<file path="config.mk">
export PLATFORM = sky130hd
export DESIGN_NAME = sample_queue_flat
export DESIGN_NICKNAME = d
export VERILOG_FILES = /design/src/rtl/sample_queue_if.sv /design/src/rtl/sample_queue.sv /design/src/flat_wrapper.sv
export SDC_FILE = /design/constraint.sdc
export NUM_CORES = 1
export LEC_CHECK = 0
export ABC_AREA = 1
export CAP_MARGIN = 10
export CORE_MARGIN = 1
export CORE_UTILIZATION = 45
export DETAILED_ROUTE_END_ITERATION = 10
export HOLD_SLACK_MARGIN = 0.1
export PLACE_DENSITY = 0.67
export SLEW_MARGIN = 15
export SYNTH_ARGS = -nofsm -noshare
export SYNTH_HDL_FRONTEND = slang
export SYNTH_SLANG_ARGS = --single-unit
export TNS_END_PERCENT = 30
</file>
<file path="constraint.sdc">
create_clock -name clk -period 2.6 [get_ports clk]
set_input_delay 0.52 -clock clk [delete_from_list [all_inputs] [get_ports clk]]
set_output_delay 0.52 -clock clk [all_outputs]
set_load 0.01 [all_outputs]
</file>
<file path="src/rtl/sample_queue_if.sv">
// Valid/ready sample transport between a producer and a consumer.
// The producer drives data/valid and the consumer drives ready.
interface dti #(
    parameter int W = 8
);
    logic [W-1:0] data;
    logic         valid;
    logic         ready;

    modport producer (output data, output valid, input ready);
    modport consumer (input data, input valid, output ready);
endinterface

</file>
<file path="src/rtl/sample_queue.sv">
// Lossy, always-ready sampler: a DEPTH-entry ring buffer behind a registered output stage.
// On overflow the oldest ring entry is overwritten and the drop is counted.
module sample_queue #(
    parameter int          DATA_W     = 8,   // must equal the width of the connected dti
    parameter int          DEPTH      = 4,
    parameter int          HOLD       = 1,
    parameter int          LATENCY    = 0,
    parameter logic [63:0] INIT       = '0,
    parameter bit          INIT_VALID = 1'b0,
    parameter int          CNT_W      = 8
) (
    input  logic                         clk,
    input  logic                         rst,
    dti.consumer                         din,
    dti.producer                         dout,
    output logic [$clog2(DEPTH+1)-1:0]   level,
    output logic                         overflow,
    output logic [CNT_W-1:0]             drop_cnt
);
    localparam int AW = $clog2(DEPTH);
    localparam int CW = $clog2(DEPTH + 1);

    logic [DATA_W-1:0] ring [DEPTH];
    logic [AW-1:0]     rd_ptr;
    logic [AW-1:0]     wr_ptr;
    logic [CW-1:0]     count;
    logic [DATA_W-1:0] out_reg;
    logic              out_valid;

    logic bypass, dout_vld, hs, load_en, ring_empty, full;
    logic pop, din_taken, wr_en, drop, load_din;

    function automatic logic [CNT_W-1:0] sat_inc(input logic [CNT_W-1:0] v);
        return (&v) ? v : v + 1'b1;
    endfunction

    assign din.ready = 1'b1;
    assign level     = count;

    always_comb begin
        ring_empty = (count == '0);
        full       = (count == CW'(DEPTH));
        bypass     = (LATENCY == 0) && !out_valid && ring_empty;
        dout_vld   = bypass ? din.valid : out_valid;
        hs         = dout_vld && dout.ready;
        load_en    = !out_valid || hs;
        pop        = load_en && !ring_empty;
        din_taken  = load_en && ring_empty && din.valid;
        // A bypassed sample taken by the consumer this cycle is gone; otherwise it parks in out_reg.
        load_din   = din_taken && !(bypass && hs);
        wr_en      = din.valid && !din_taken;
        drop       = wr_en && full && !pop;
    end

    assign dout.valid = dout_vld;
    assign dout.data  = bypass ? din.data : out_reg;

    // Control state
    always_ff @(posedge clk) begin
        if (rst) begin
            out_valid <= INIT_VALID;
            count     <= '0;
            rd_ptr    <= '0;
            wr_ptr    <= '0;
            overflow  <= 1'b0;
            drop_cnt  <= '0;
        end else begin
            overflow <= drop;
            if (drop)
                drop_cnt <= sat_inc(drop_cnt);
            if (wr_en)
                wr_ptr <= wr_ptr + 1'b1;
            if (pop || drop)
                rd_ptr <= rd_ptr + 1'b1;
            if (!drop)
                count <= count + CW'(wr_en) - CW'(pop);
            if (load_en) begin
                if (pop || load_din)
                    out_valid <= 1'b1;
                else if (!din_taken && HOLD == 0)
                    out_valid <= 1'b0;
            end
        end
    end

    // Data path: ring storage is never reset; out_reg only takes INIT when it is marked valid
    always_ff @(posedge clk) begin
        if (wr_en)
            ring[wr_ptr] <= din.data;
        if (rst) begin
            if (INIT_VALID)
                out_reg <= INIT[DATA_W-1:0];
        end else if (pop) begin
            out_reg <= ring[rd_ptr];
        end else if (load_din) begin
            out_reg <= din.data;
        end
    end
endmodule

</file>
<file path="src/flat_wrapper.sv">
// flat-port wrapper written by rule: the top's interface ports become plain ports
module sample_queue_flat 
#(
    parameter int          DATA_W     = 8,                                               
    parameter int          DEPTH      = 4,
    parameter int          HOLD       = 1,
    parameter int          LATENCY    = 0,
    parameter logic [63:0] INIT       = '0,
    parameter bit          INIT_VALID = 1'b0,
    parameter int          CNT_W      = 8
)
  (clk, rst, level, overflow, drop_cnt, din_data, din_valid, din_ready, dout_data, dout_valid, dout_ready);
  dti #(.W(8)) din_i ();
  dti #(.W(8)) dout_i ();
  input  logic clk;
  input  logic rst;
  output logic [$clog2(DEPTH+1)-1:0] level;
  output logic overflow;
  output logic [CNT_W-1:0] drop_cnt;
  input wire logic [$bits(din_i.data)-1:0] din_data;
  input wire logic [$bits(din_i.valid)-1:0] din_valid;
  output wire logic [$bits(din_i.ready)-1:0] din_ready;
  output wire logic [$bits(dout_i.data)-1:0] dout_data;
  output wire logic [$bits(dout_i.valid)-1:0] dout_valid;
  input wire logic [$bits(dout_i.ready)-1:0] dout_ready;
  assign din_i.data = din_data;
  assign din_i.valid = din_valid;
  assign din_ready = din_i.ready;
  assign dout_data = dout_i.data;
  assign dout_valid = dout_i.valid;
  assign dout_i.ready = dout_ready;
  sample_queue #(.DATA_W(DATA_W), .DEPTH(DEPTH), .HOLD(HOLD), .LATENCY(LATENCY), .INIT(INIT), .INIT_VALID(INIT_VALID), .CNT_W(CNT_W)) u_core (.clk(clk), .rst(rst), .din(din_i), .dout(dout_i), .level(level), .overflow(overflow), .drop_cnt(drop_cnt));
endmodule
</file>
### Word level (Yosys, flattened, before mapping)

Memory sizes are Yosys's and may differ from the RTL's. A register that Yosys moved wholly into a read port is not among the register bits.
Cells that the tools add are included.
W data, S select, Z words.

| word-level totals | value |
|---|---|
| flip-flop bits (word level) | 25 |
| memories kept | 1 |
| output and inout port bits | 22 |
| memory bits (writable) | 32 |

| operators by class | value |
|---|---|
| mux-type cells | 8 |
| bitwise logic cells | 2 |
| $add $sub $neg | 5 |
| reductions and logical operators | 24 |
| equal/unequal tests | 1 |

Memories:

| name | depth | width | rd ports | clocked after Yosys merged registers in | write ports | RTL line | source |
|---|---|---|---|---|---|---|---|
| u_core.ring | 4 | 8 | 1 | 1 | 1 | sample_queue.sv:23 | `logic [DATA_W-1:0] ring [DEPTH];` |

Operator list:

| kind | count |
|---|---|
| $mux W8 | 3 |
| $logic_and A1 B1 Y1 | 10 |
| $add A8 B1 Y8 const B | 1 |
| $reduce_and A8 Y1 | 1 |
| $reduce_and A2 Y1 | 3 |
| $logic_not A1 Y1 | 5 |
| $add A2 B1 Y2 const B | 2 |
| $mux W2 | 2 |
| $add A3 B1 Y3 | 1 |
| $eq A3 B3 Y1 const B | 1 |
| $logic_not A3 Y1 | 1 |
| $logic_or A1 B1 Y1 | 3 |
| $mux W1 | 3 |
| $sub A3 B1 Y3 | 1 |
| $not A1 Y1 | 2 |
| $reduce_bool A2 Y1 | 1 |

### Longest topological paths before layout

| logic depth | value |
|---|---|
| word-level depth | 14 |
| gate-level depth with buffers | 14 |

### Least setup slack after synthesis

OpenSTA, ideal clock, no wires.

| timing path | value |
|---|---|
| kind | input to register |
| start | input dout_ready |
| end | register u_core.count[2], in the netlist u_core.level[2] |
| data arrival time | 2.178 ns |
| setup time | 0.128 ns |
| path slack | 0.294 ns |
| stages | 14 |
| required time | 2.472 ns |
| buffers on the path | 1 |
| cell sequence | inv_1 -> nand2_1 -> nand2_2 -> inv_2 -> buf_6 -> ha_1 -> inv_1 -> ha_1 -> inv_1 -> fa_1 -> xnor2_1 -> xor2_1 -> nor2_1 -> nor2_1 |

| between the ends | value |
|---|---|
| word-level cells in the longest chain between the ends | 8 |
| elaborated cells between the ends (all ways) | 12 |

RTL lines:

| item | RTL line | source |
|---|---|---|
| start, declared | flat_wrapper.sv:25 | `input wire logic [$bits(dout_i.ready)-1:0] dout_ready;` |
| $logic_and A1 B1 Y1 * | sample_queue.sv:45 | `hs = dout_vld && dout.ready;` |
| $logic_or A1 B1 Y1 * | sample_queue.sv:46 | `load_en = !out_valid \|\| hs;` |
| $logic_and A1 B1 Y1 (2 in series) | sample_queue.sv:48 | `din_taken = load_en && ring_empty && din.valid;` |
| $logic_not A1 Y1 | sample_queue.sv:51 | `wr_en = din.valid && !din_taken;` |
| $logic_and A1 B1 Y1 | sample_queue.sv:51 |  |
| $add A3 B1 Y3 / $logic_and A1 B1 Y1 (equally long branches) | sample_queue.sv:76, sample_queue.sv:52 |  |
| $sub A3 B1 Y3 / $logic_and A1 B1 Y1 (equally long branches) | sample_queue.sv:76, sample_queue.sv:52 |  |
| end signal, assigned | sample_queue.sv:76 | `count <= count + CW'(wr_en) - CW'(pop);` |
| end, declared | sample_queue.sv:26 | `logic [CW-1:0] count;` |

Mark *: on every way between the ends. The rest lies on a longest branch, timed or not.
A chain may end at the register's enable or synchronous reset.

### Final worst setup path

| timing path | value |
|---|---|
| start | register u_core.count[1], in the netlist u_core.level[1] |
| end | output dout_data[1] |

| between the ends | value |
|---|---|
| word-level cells in the longest chain between the ends | 3 |

RTL lines:

| item | RTL line | source |
|---|---|---|
| $logic_not A3 Y1 | sample_queue.sv:41 | `ring_empty = (count == '0);` |
| $logic_and A1 B1 Y1 | sample_queue.sv:43 | `bypass = (LATENCY == 0) && !out_valid && ring_empty;` |
| $mux W8 | sample_queue.sv:56 | `assign dout.data = bypass ? din.data : out_reg;` |
| end, declared | flat_wrapper.sv:23 | `output wire logic [$bits(dout_i.data)-1:0] dout_data;` |

No other way between the ends.

==> results by group <==
Clocking
  • CTS tree: built
  • Clock Latency Late Sink: 0.34 ns
  • CTS Buf Count: 9
  • Clk sinks: 59
  • Clock transition at the registers of the reported paths: 0.07 ns
  • Clock Path Buffers: 2
  • Setup bufs post-CTS: 0
  • Root buf cell: clkbuf_8
  • Htree depth: 3
  • # hold bufs at CTS: 0

Power and ir drop
  • Peak supply drop: 526 uV
  • Overall power: 3.22 mW
  • Power per cell area: 950 mW/mm^2
  • P_leak: 1.34 nW

Global route
  • Gr usage total: 18.1%
  • Vias in the first global route: 1,794
  • Global-route wire length before repair: 8490 um
  • Pin count of the biggest net entering global routing: 18
  • Initial antenna violation count: 0
  • Grt ovf: 0

Synth
  • Synth Register Bits: 59
  • Synth cell types: 29
  • Syn avg cell area: 9.44 sq um
  • Seq/Total Area, Yosys: 57.4%
  • Post-Syn Area: 0.00276 sq mm
  • Post-synth EDFFs: 40
  • Ys async rst share: 0%
  • Post-synth top area share: 43.6%
  • Synth area leaders: edfxtp_1 (44%), dfxtp_1 (14%), nor2_1 (6.8%)
  • Synth area leader: edfxtp_1
  • YS warnings: 0
  • Top cells by count, synth: nor2_1 (50), nand2_1 (44), edfxtp_1 (40), inv_1 (38), o21ai_0 (30)
  • Mapped Nets: 312
  • Count leader, synth: nor2_1
  • Dominant synthesized flop cell: edfxtp_1
  • Post-Syn Instances: 292

Detailed routing
  • Post-DR wirelength/cell: 12.7 um
  • Routed WL: 5340 um
  • Initial DRC Count: 121
  • Number of detailed-route iterations in the first pass: 6
  • Post-DR vias/cell: 4.85
  • DR DRC count: 0
  • Via count: 2,035
  • Post-DRT Antenna Nets: 0

Floorplan
  • Core ar.: 0.00592 sq mm
  • Die H: 80.2 um
  • Die width: 80.2 um
  • Site Rows: 28
  • Initial core utilization: 46.5%
  • DIE AREA: 0.00644 sq mm
  • Ports: 34

Layout
  • ANT cells: 0
  • Layout area overhead: 23.0%
  • Share of cells above drive strength 1: 14.8%
  • Fin nets: 360
  • Utilization after layout: 57.2%
  • Max FFs per register: 32

STA
  • Post-layout minimum cycle time: 2.44 ns
  • Setup-failing EPs final: 0
  • Fin. max-slew vios: 0
  • Fin Clk Skew: 0.00664 ns
  • Tightest hold margin: 0.488 ns
  • Transition time at the pin with the least slew margin: 0.572 ns
  • Final Hold Fails: 0
  • RSZ-0062 raised after global routing: false
  • Period utilisation layout: 93.9%
  • Highest clock rate: 410 MHz
  • Slew margin rel.: 61.8%
  • Min setup slack post-route: 0.158 ns

Setup path
  • Critical Path, Cell by Cell: nor2_4, nand2_2, nor2_2, inv_4, o21ai_2, clkdlybuf4s50_1
  • CP arrival: 1.92 ns
  • Worst Setup Start Kind: flip-flop
  • CP max FO: 16
  • Crit path required time: 2.08 ns
  • Crit-path max cell delay: 0.55 ns
  • Worst path slowest cell: clkdlybuf4s50_1
  • Worst Setup End Kind: output pin
  • Crit Path Class: flip-flop to output pin

Placed design
  • IO Port Bufs: 32
  • DP Wirelength: 3560 um
  • Pre-CTS setup slack: -0.0000617 ns
  • GP Congestion: 0.846

Outcome
  • Status: finished clean

Flow run
  • Max capacitance violation total: 0

Min path
  • Worst hold path type: flip-flop to flip-flop
-- power by group --
part	internal, mW	leakage (nW)	switching [mW]	total [mW]
Sequential	1.20	0.523	0.0943	1.29
Combinational	0.507	0.732	0.689	1.20
Clock	0.349	0.0818	0.384	0.733
Total	2.05	1.34	1.17	3.22
-- cells by family (layout without fill, tap and decap cells) --
group                      count (synthesis)  in the layout  synth area share (%)
adders and majority gates                  8              8                  3.91
xor gates and xnor gates                   5              5                  1.59
and+or+nand+nor                          114            114                  17.8
other                                      1              1                 0.136
AOI/OAI and AO/OA                         56             56                  11.4
buffers and inverters                     49            102                  7.86
DFF                                       59             59                  57.4
-- worst max-delay path, delay by kind of cell (launching register included) --
family / cells / cell delay [ns]
and+or+nand+nor: 3 / 0.39
buffers and inverters: 2 / 0.67
AOI/OAI and AO/OA: 1 / 0.15
DFF: 1 / 0.38
-- what timing repair did --
action                     4_1_cts  5_1_grt
resized for setup                0        3
hold endpoints to repair         0        0
setup endpoints to repair        0        8
-- cells in the final DEF, fill, tap and decap left out, types with 2 or more instances in the layout --
master            n
a21oi_1           8
buf_4            13
clkbuf_8          9
clkdlybuf4s50_1  32
clkinv_4          2
clkinvlp_4        3
dfxtp_1          19
edfxtp_1         40
ha_1              7
inv_1            38
inv_2             2
nand2_1          44
nand2_2           4
nand3_1           6
nor2_1           50
nor2_2            2
nor2_4            3
o21ai_0          30
o21ai_1           9
o21ai_2           8
xor2_1            4
-- metal layers --
metal	up-vias	GRT usage [%]	share of wire [%]
met5	-	0	0
met4	0	8.93	1.7
met3	8	5.23	4.3
met2	46	29.8	48
met1	936	21.7	46
li1	1045	-	-
-- layout make-up --
type / instances / area, sq um
fillers: 525 / 2530
flip-flops and latches: 59 / 1580
multi-input cells: 184 / 962
repair buffers: 45 / 418
inverters: 41 / 156
clock buffers: 9 / 124
well taps: 75 / 93.8
clock inverters: 7 / 53.8
-- through the flow --
step                      cell area, sq um  instances     TNS, ns
after floorplan                       2760        292           0
after global placement                3200        404           0
after detailed placement              3200        404  -0.0000617
after CTS                             3380        420           0
after global routing                  3390        420           0
final                                 3390        420           0
-- worst paths after layout --
path                    start         endpoint  slack [ns]  cells past startpoint
max           u_core.level[1]     dout_data[1]        0.16                      6
max reg2reg   u_core.level[1]  u_core.level[2]        0.46                     13
min          u_core.rd_ptr[0]        flip-flop        0.49                      1
min reg2reg  u_core.rd_ptr[0]        flip-flop        0.49                      1
(Power assumes the default switching activity.)
